<file path="config.mk">
export PLATFORM = sky130hd
export DESIGN_NAME = gshare_pht
export DESIGN_NICKNAME = d
export VERILOG_FILES = /design/src/rtl/gshare_pht_pkg.sv /design/src/rtl/bpu_sat_ctr.sv /design/src/rtl/gshare_pht.sv
export SDC_FILE = /design/constraint.sdc
export NUM_CORES = 2
export LEC_CHECK = 0
export CAP_MARGIN = 15
export CORE_ASPECT_RATIO = 1.1
export CORE_MARGIN = 1
export CORE_UTILIZATION = 40
export DETAILED_ROUTE_END_ITERATION = 12
export SYNTH_ARGS = -nofsm -noshare
export SYNTH_HDL_FRONTEND = slang
export SYNTH_HIERARCHICAL = 1
export SYNTH_SLANG_ARGS = --single-unit
</file>
<file path="constraint.sdc">
create_clock -name in_Clk -period 3.2 [get_ports in_Clk]
set_clock_uncertainty 0.2 [all_clocks]
set_input_delay 0.8 -clock in_Clk [delete_from_list [all_inputs] [get_ports in_Clk]]
set_output_delay 0.8 -clock in_Clk [all_outputs]
set_load 0.01 [all_outputs]
</file>
<file path="src/rtl/gshare_pht_pkg.sv">
`default_nettype none
// ============================================================================
// gshare_pht_pkg : shared widths and 2-bit counter encodings for the BPU PHT
// Revision: 1.0
// ============================================================================
package gshare_pht_pkg;

   localparam int DEF_ADDR_WIDTH = 9;
   localparam int DEF_CTR_WIDTH  = 2;
   localparam int DEF_GHR_WIDTH  = 9;
   localparam int DEF_CTR_INIT   = 1;

   // Canonical 2-bit encodings: strongly/weakly not-taken, weakly/strongly taken
   typedef enum logic [1:0] {
      CTR_SNT = 2'd0,
      CTR_WNT = 2'd1,
      CTR_WT  = 2'd2,
      CTR_ST  = 2'd3
   } ctr2_e;

endpackage
`default_nettype wire

</file>
<file path="src/rtl/bpu_sat_ctr.sv">
`default_nettype none
// ============================================================================
// bpu_sat_ctr : one saturating up/down counter; in_data=1 counts up, 0 down.
// Revision: 1.0
// ============================================================================
module bpu_sat_ctr
   import gshare_pht_pkg::*;
#(
   parameter int CTR_WIDTH = DEF_CTR_WIDTH,
   parameter int INIT      = DEF_CTR_INIT
) (
   input  logic in_Clk,
   input  logic in_Rst,
   input  logic in_En,
   input  logic in_data,
   output logic out_msb
);

   localparam logic [CTR_WIDTH-1:0] CTR_MAX = {CTR_WIDTH{1'b1}};

   logic [CTR_WIDTH-1:0] ctr_q;
   logic [CTR_WIDTH-1:0] ctr_d;

   always_comb begin
      ctr_d = ctr_q;
      if (in_En) begin
         if (in_data && (ctr_q != CTR_MAX))
            ctr_d = ctr_q + 1'b1;
         else if (!in_data && (ctr_q != '0))
            ctr_d = ctr_q - 1'b1;
      end
   end

   always_ff @(posedge in_Clk or posedge in_Rst) begin
      if (in_Rst)
         ctr_q <= CTR_WIDTH'(INIT);
      else
         ctr_q <= ctr_d;
   end

   assign out_msb = ctr_q[CTR_WIDTH-1];

endmodule
`default_nettype wire

</file>
<file path="src/rtl/gshare_pht.sv">
`default_nettype none
// ============================================================================
// gshare_pht : gshare pattern history table with speculative GHR, registered
//              prediction port, EX update port and GHR repair on mispredict.
// Revision: 1.0
// ============================================================================
module gshare_pht
   import gshare_pht_pkg::*;
#(
   parameter int ADDR_WIDTH = DEF_ADDR_WIDTH,
   parameter int CTR_WIDTH  = DEF_CTR_WIDTH,
   parameter int GHR_WIDTH  = DEF_GHR_WIDTH,
   parameter int CTR_INIT   = DEF_CTR_INIT
) (
   input  logic                  in_Clk,
   input  logic                  in_Rst,
   input  logic                  in_pred_valid,
   input  logic [ADDR_WIDTH-1:0] in_pred_pc,
   output logic                  out_pred_valid,
   output logic                  out_prediction,
   output logic [GHR_WIDTH-1:0]  out_pred_ghr,
   input  logic                  in_upd_valid,
   input  logic [ADDR_WIDTH-1:0] in_upd_pc,
   input  logic [GHR_WIDTH-1:0]  in_upd_ghr,
   input  logic                  in_upd_taken,
   input  logic                  in_upd_mispredict,
   output logic [GHR_WIDTH-1:0]  out_ghr
);

   localparam int NUM_CTR = 2 ** ADDR_WIDTH;

   logic [GHR_WIDTH-1:0]  ghr_q, ghr_d;
   logic                  pred_valid_q, pred_valid_d;
   logic                  prediction_q, prediction_d;
   logic [GHR_WIDTH-1:0]  pred_ghr_q, pred_ghr_d;

   logic [ADDR_WIDTH-1:0] pred_idx;
   logic [ADDR_WIDTH-1:0] upd_idx;
   logic [NUM_CTR-1:0]    ctr_msb;
   logic [NUM_CTR-1:0]    upd_en;
   logic                  pred_bit;

   assign pred_idx = in_pred_pc ^ ADDR_WIDTH'(ghr_q);
   assign upd_idx  = in_upd_pc  ^ ADDR_WIDTH'(in_upd_ghr);
   // Counters read their current state, so a same-cycle update is not visible here
   assign pred_bit = ctr_msb[pred_idx];

   always_comb begin
      upd_en = '0;
      if (in_upd_valid)
         upd_en[upd_idx] = 1'b1;
   end

   generate
      for (genvar i = 0; i < NUM_CTR; i++) begin : g_ctr
         bpu_sat_ctr #(
            .CTR_WIDTH (CTR_WIDTH),
            .INIT      (CTR_INIT)
         ) u_ctr (
            .in_Clk  (in_Clk),
            .in_Rst  (in_Rst),
            .in_En   (upd_en[i]),
            .in_data (in_upd_taken),
            .out_msb (ctr_msb[i])
         );
      end
   endgenerate

   // Repair overrides the speculative shift; the shift form also covers GHR_WIDTH=1
   always_comb begin
      ghr_d        = ghr_q;
      pred_valid_d = in_pred_valid;
      prediction_d = prediction_q;
      pred_ghr_d   = pred_ghr_q;
      if (in_pred_valid) begin
         prediction_d = pred_bit;
         pred_ghr_d   = ghr_q;
         ghr_d        = (ghr_q << 1) | GHR_WIDTH'(pred_bit);
      end
      if (in_upd_valid && in_upd_mispredict)
         ghr_d = (in_upd_ghr << 1) | GHR_WIDTH'(in_upd_taken);
   end

   always_ff @(posedge in_Clk or posedge in_Rst) begin
      if (in_Rst) begin
         ghr_q        <= '0;
         pred_valid_q <= 1'b0;
         prediction_q <= 1'b0;
         pred_ghr_q   <= '0;
      end else begin
         ghr_q        <= ghr_d;
         pred_valid_q <= pred_valid_d;
         prediction_q <= prediction_d;
         pred_ghr_q   <= pred_ghr_d;
      end
   end

   assign out_pred_valid = pred_valid_q;
   assign out_prediction = prediction_q;
   assign out_pred_ghr   = pred_ghr_q;
   assign out_ghr        = ghr_q;

endmodule
`default_nettype wire

</file>
After elaboration in Yosys (flattened, before gate mapping)
Cells that the tools add are included.

Bits in registers: 1044. Word-level logic and storage cells: 5654.

Add/sub/neg operators: 1024. Equal/unequal tests: 512. Magnitude comparators: 3. Multiplexer cells: 1031. Reductions and logical operators: 2564. Bitwise logic cells: 4.

Operator list (number): nonzero test 2 bit (1025); two-way mux 2 bit (1024); logical AND 1 bit (1026); adder 2 x 1 -> 2 bit (second input constant) (512); inequality test 2 bit (second input constant) (512); AND reduction 2 bit (512); subtractor 2 x 1 -> 2 bit (second input constant) (512); two-way mux 512 bit (1); less-than comparator 9 x 10 -> 1 bit (second input constant) (2); two-way mux 9 bit (2); bitwise OR 9 x 1 -> 9 bit (2); bitwise XOR 9 bit (2); binary-select mux 1 bit (select 9 bit) (1); demux 1 bit (select 9 bit) (1); greater-or-equal comparator 9 x 1 -> 1 bit (second input constant) (1); two-way mux 1 bit (2); zero test 1 bit (1).

Logic depth before layout (Yosys ltp)
Depth in word-level cells: 7. Mapped depth: 11. Gate-level depth less buffers: 8.

By module
The synthesis kept the hierarchy.

Modules (own cells, without submodules): bpu_sat_ctr (cells an instance 12, times used 512, area an instance 117.6 um^2); gshare_pht (cells an instance 1147, times used 1, area an instance 8157.8 um^2).

Worst setup path before layout
Ideal clock, no wire load.

Path kind: input-to-reg. From: input port in_pred_pc[3]. To: register ghr_q[0], in the netlist out_ghr[0]. Path buffers: 1. Stages on the path: 8. Arrival: 2.963 ns. Required time: 2.869 ns. Setup slack: -0.093 ns. Cells stage by stage: xor2_1 clkbuf_1 mux4_2 mux4_2 o211ai_1 o2111ai_2 a41oi_1 o31ai_2.

Word-level cells in the longest chain between the ends: 6.

Ends and longest elaborated chain: start: declaration (line gshare_pht.sv:18) `input logic [ADDR_WIDTH-1:0] in_pred_pc,`; bitwise XOR 9 bit (line gshare_pht.sv:43) `assign pred_idx = in_pred_pc ^ ADDR_WIDTH'(ghr_q);`; binary-select mux 1 bit (select 9 bit) (line gshare_pht.sv:46) `assign pred_bit = ctr_msb[pred_idx];`; two-way mux 1 bit (not written as such) (line gshare_pht.sv:46); bitwise OR 9 x 1 -> 9 bit (line gshare_pht.sv:78) `ghr_d = (ghr_q << 1) | GHR_WIDTH'(pred_bit);`; two-way mux 9 bit (line gshare_pht.sv:75) `if (in_pred_valid) begin`; two-way mux 9 bit (line gshare_pht.sv:80) `if (in_upd_valid && in_upd_mispredict)`; end signal: assignment (line gshare_pht.sv:91) `ghr_q <= ghr_d;`; end: declaration (line gshare_pht.sv:32) `logic [GHR_WIDTH-1:0] ghr_q, ghr_d;`.

No other way between the ends. The select of a mux whose other input is x is not followed. A chain may end at the register's enable or synchronous reset.

Worst setup path in the final report
From: register ghr_q[6], in the netlist out_ghr[6]. To: output port out_ghr[6].

RTL lines: end: declaration (line gshare_pht.sv:27) `output logic [GHR_WIDTH-1:0] out_ghr`.

No word-level cell between the ends.

==> key figures <==
Status
  – Status: complete, but fails checks
  – Failing checks: design-rule violations

Critical path
  – Slowest stage delay, CP: just over 0.7 ns
  – Max stage delay cell, worst path: dfrtp_1
  – WS Path Type: flip-flop to primary output
  – Arrival time worst endpoint: between 2 and 2.5 ns
  – Startpoint Class: flip-flop
  – Crit Path Max Fanout: 6
  – Critical Path Start: out_ghr[6]
  – Buf/Inv on CP: 1
  – CP cell instances: clkdlybuf4s50_1
  – CP required: roughly 2.2 ns
  – Crit end category: primary output
  – Top delay family on crit path: flip-flops
  – Origin of the critical flop-to-flop path: out_ghr[1]

Min path
  – Hold Startpoint: in_upd_taken
  – HP Class: primary input to flip-flop

Global route
  – Largest net degree at the start of global routing: around 150
  – Initial antenna violation count: 9
  – GRT Util Overall: 0.238
  – Global-route wire length before repair: approximately 320 mm
  – Vias in the first global route: 53,900
  – Overflow after GRT: 0

Route
  – DR vias/cell: about 5.5
  – Detail Route Antenna Nets: 0
  – Routed len/inst: 20.9 microns
  – Detailed-route DRC error count: 12
  – Initial DRC count: approximately 4,800
  – Via count: 55,400
  – Initial DRT Pass Iterations: 10
  – Final WL: about 210 mm

Place
  – Pre-CTS setup slack: -1.08 ns
  – Area after DPL: 74,600 sq um
  – Detailed placement HPWL: between 100 and 150 mm
  – PortBufs: 52
  – Routability congestion estimate: approximately 0.89

Logic synthesis
  – Synth Register Bits: 1,044
  – Top cell type's share of synthesized area: 0.197
  – Syn. warnings: 6
  – Seq/Total Area, Yosys: 0.391
  – Mapped Cells: around 7,300
  – Post-synth EDFFs: 0
  – Syn_nets: approximately 7,300
  – Syn Std Cell Area: 68,400 sq um
  – Yosys top cell by area: dfstp_2
  – Distinct cells, synth: between 50 and 60
  – Share of flip-flops with an asynchronous set or reset: 1.00
  – Most instantiated cells after synthesis: inv_1, nor2_1, a21oi_1, dfrtp_1, mux2i_1
  – Syn Area/Cell: between 9 and 10 sq um
  – Ys flop type: dfrtp_1
  – Synth top area cells: dfstp_2, dfrtp_1, o211ai_2
  – Count leader, synth: inv_1

Floorplanning
  – I/O pin cnt: 53
  – Rows: approximately 160
  – Die Wd: a little under 400 microns
  – Die Area: 173,000 sq um
  – Core ar.: 169,000 sq um
  – Overall die height: 436 microns
  – Initial Utilization: 0.404

Finish
  – Post-route cell area: a little under 80,000 sq um
  – Final nets: ~7,700
  – Layout Area Growth over Synthesis: 15.7%
  – Layout cells sized above 1: 0.220
  – Final core utilization: 0.467

Power and ir drop
  – Sw frac: 0.285
  – Psw: between 0.009 and 0.01 W
  – Pleak: approximately 43 nW
  – Comb power frac: 0.182
  – Clk pwr share: 0.416
  – Part of the power in registers: 0.402
  – Worst vdd ir: ~430 uV
  – Internal power: about 0.024 W
  – P per Cell Area: approximately 420 nW/um^2

Clock network
  – Maximum level of the CTS H-tree: 3
  – CTS Buf Count: between 100 and 150
  – Clk_lat worst skew: between 0.7 and 0.8 ns
  – Clock transition at the registers of the reported paths: approximately 0.060 ns
  – Sink Count: 1,044
  – Bufs on Longest Clock Path: 3
  – TritonCTS clock tree: done
  – CTS root buf: clkbuf_16

STA
  – Crit share post-route: 0.983
  – Count of pins over their slew limit: 0
  – Tightest Pin Transition: about 0.8 ns
  – RSZ-0062 raised after global routing: false
  – Worst Setup Slack, final: roughly 0.054 ns
  – FMAX: roughly 0.32 GHz
  – Final hold vios: 0
  – Final Critical Period: approximately 3.1 ns
  – Max-slew headroom: 0.452
  – Final setup violation count: 0

Flow run
  – Max-cap violations: 0
## cell families (layout without fill, tap and decap cells)
logic type | Yosys count | count (layout) | share of synthesized area
flip-flops | 1044 | 1044 | 0.391
XOR/XNOR | 34 | 34 | 0.00474
buffers and inverters | 1662 | 2139 | 0.0950
other | 0 | 1 | 0
AND/OR/NAND/NOR | 2248 | 2248 | 0.200
multiplexers | 666 | 666 | 0.121
AO/OA/AOI/OAI | 1637 | 1637 | 0.188
## worst paths after layout
kind | end | slack [ns] | depth (start not counted)
setup / recovery | out_ghr[6] | 0.05 | 1
min in group asynchronous | g_ctr[399].u_ctr/ctr_q[1] | 0.48 | 3
hold reg to reg | g_ctr[348].u_ctr/ctr_q[1] | 0.31 | 2
hold / removal | g_ctr[358].u_ctr/ctr_q[0] | 0.24 | 3
setup reg to reg | out_prediction | 0.10 | 11
max in group asynchronous | g_ctr[190].u_ctr/ctr_q[0] | 1.34 | 5
## area by class of cell
type	instances	area, sq um
fillers	15800	90100
repair buffers	379	4500
clock buffers	186	3550
clock inverters	36	350
inverters	1538	5770
flip-flops and latches	1044	26800
multi-input cells	4585	35400
diodes	1	2.50
well taps	2240	2800
## per-stage QoR
| step | TNS, ns | cells | total power (W) | hold slack [ns] |
|---|---|---|---|---|
| 3_5_place_dp | -57.67 | 9754 | 0.0190 | 0.296 |
| 5_1_grt | 0 | 10000 | 0.0346 | 0.242 |
| 2_1_floorplan | 0 | 7291 | 0.0163 | 0.316 |
| 4_1_cts | 0 | 9986 | 0.0334 | 0.189 |
| 3_3_place_gp | -47.32 | 9754 | 0.0189 | 0.293 |
| 6_report | 0 | 10000 | 0.0335 | 0.240 |
## sequential cells by signal, summed over array words and instances (netlist names)
name	cells
g_ctr.u_ctr/ctr_q	1024
out_ghr	9
out_pred_ghr	9
out_prediction	1
out_pred_valid	1
## worst register-to-register path, stage by stage, from the launching register on
cell and delay (ns):
dfrtp_2 0.45, xor2_4 0.19, buf_12 0.18, clkbuf_16 0.20, mux4_2 0.51, o211ai_1 0.19
nand4_1 0.16, nor3_2 0.35, buf_4 0.21, o41ai_2 0.07, a21oi_2 0.19, a21oi_1 0.09
## power groups by stage
stage | Combinational [W] | Clock (W) | Sequential [W]
5_1_grt | 0.00644 | 0.0147 | 0.0135
3_5_place_dp | 0.00537 | 0 | 0.0137
2_1_floorplan | 0.00268 | 0 | 0.0136
6_report | 0.00609 | 0.0139 | 0.0135
4_1_cts | 0.00567 | 0.0143 | 0.0134
3_3_place_gp | 0.00528 | 0 | 0.0137
## per-layer routing
| layer | share of wire | track usage | vias to the layer above |
|---|---|---|---|
| met2 | 0.46 | 0.381 | 1505 |
| met1 | 0.42 | 0.313 | 27900 |
| met4 | 0.053 | 0.121 | 2 |
| met5 | 0.000095 | 0 | - |
| met3 | 0.061 | 0.0318 | 402 |
| li1 | - | - | 25600 |
## cells in the final DEF, fill, tap and decap left out, drive strengths merged, types with 2 or more instances in the layout
master         Yosys  routed
a21oi            538     538
a221oi             2       2
a22oi             22      22
a311oi             4       4
a31oi              6       6
buf               49     324
bufbuf             0       2
bufinv             0       5
clkbuf            75     188
clkdlybuf4s50      0      48
clkinv             0      22
clkinvlp           0       5
dfrtp            532     532
dfstp            512     512
dlymetal6s2s       0       2
inv             1538    1542
mux2              15      15
mux2i            530     530
mux4             121     121
nand2            111     111
nand3             16      16
nand3b           512     512
nand4             10      10
nor2             562     562
nor2b            513     513
nor3               8       8
o2111ai            2       2
o211ai           517     517
o21ai             15      15
o22a               2       2
o22ai            513     513
o311ai             2       2
o31ai              4       4
or2b             512     512
xnor2             17      17
xor2              17      17
## timing repair
item | in CTS | in global routing
hold buffers | 1 | 0
hold endpoints to repair | 46 | 0
endpoints found under the setup margin | 3 | 2
resized for setup | 17 | 29
buffers inserted | 6 | 20
cloned | 3 | 2
pin swaps | 7 | 14
(Power assumes the default switching activity.)
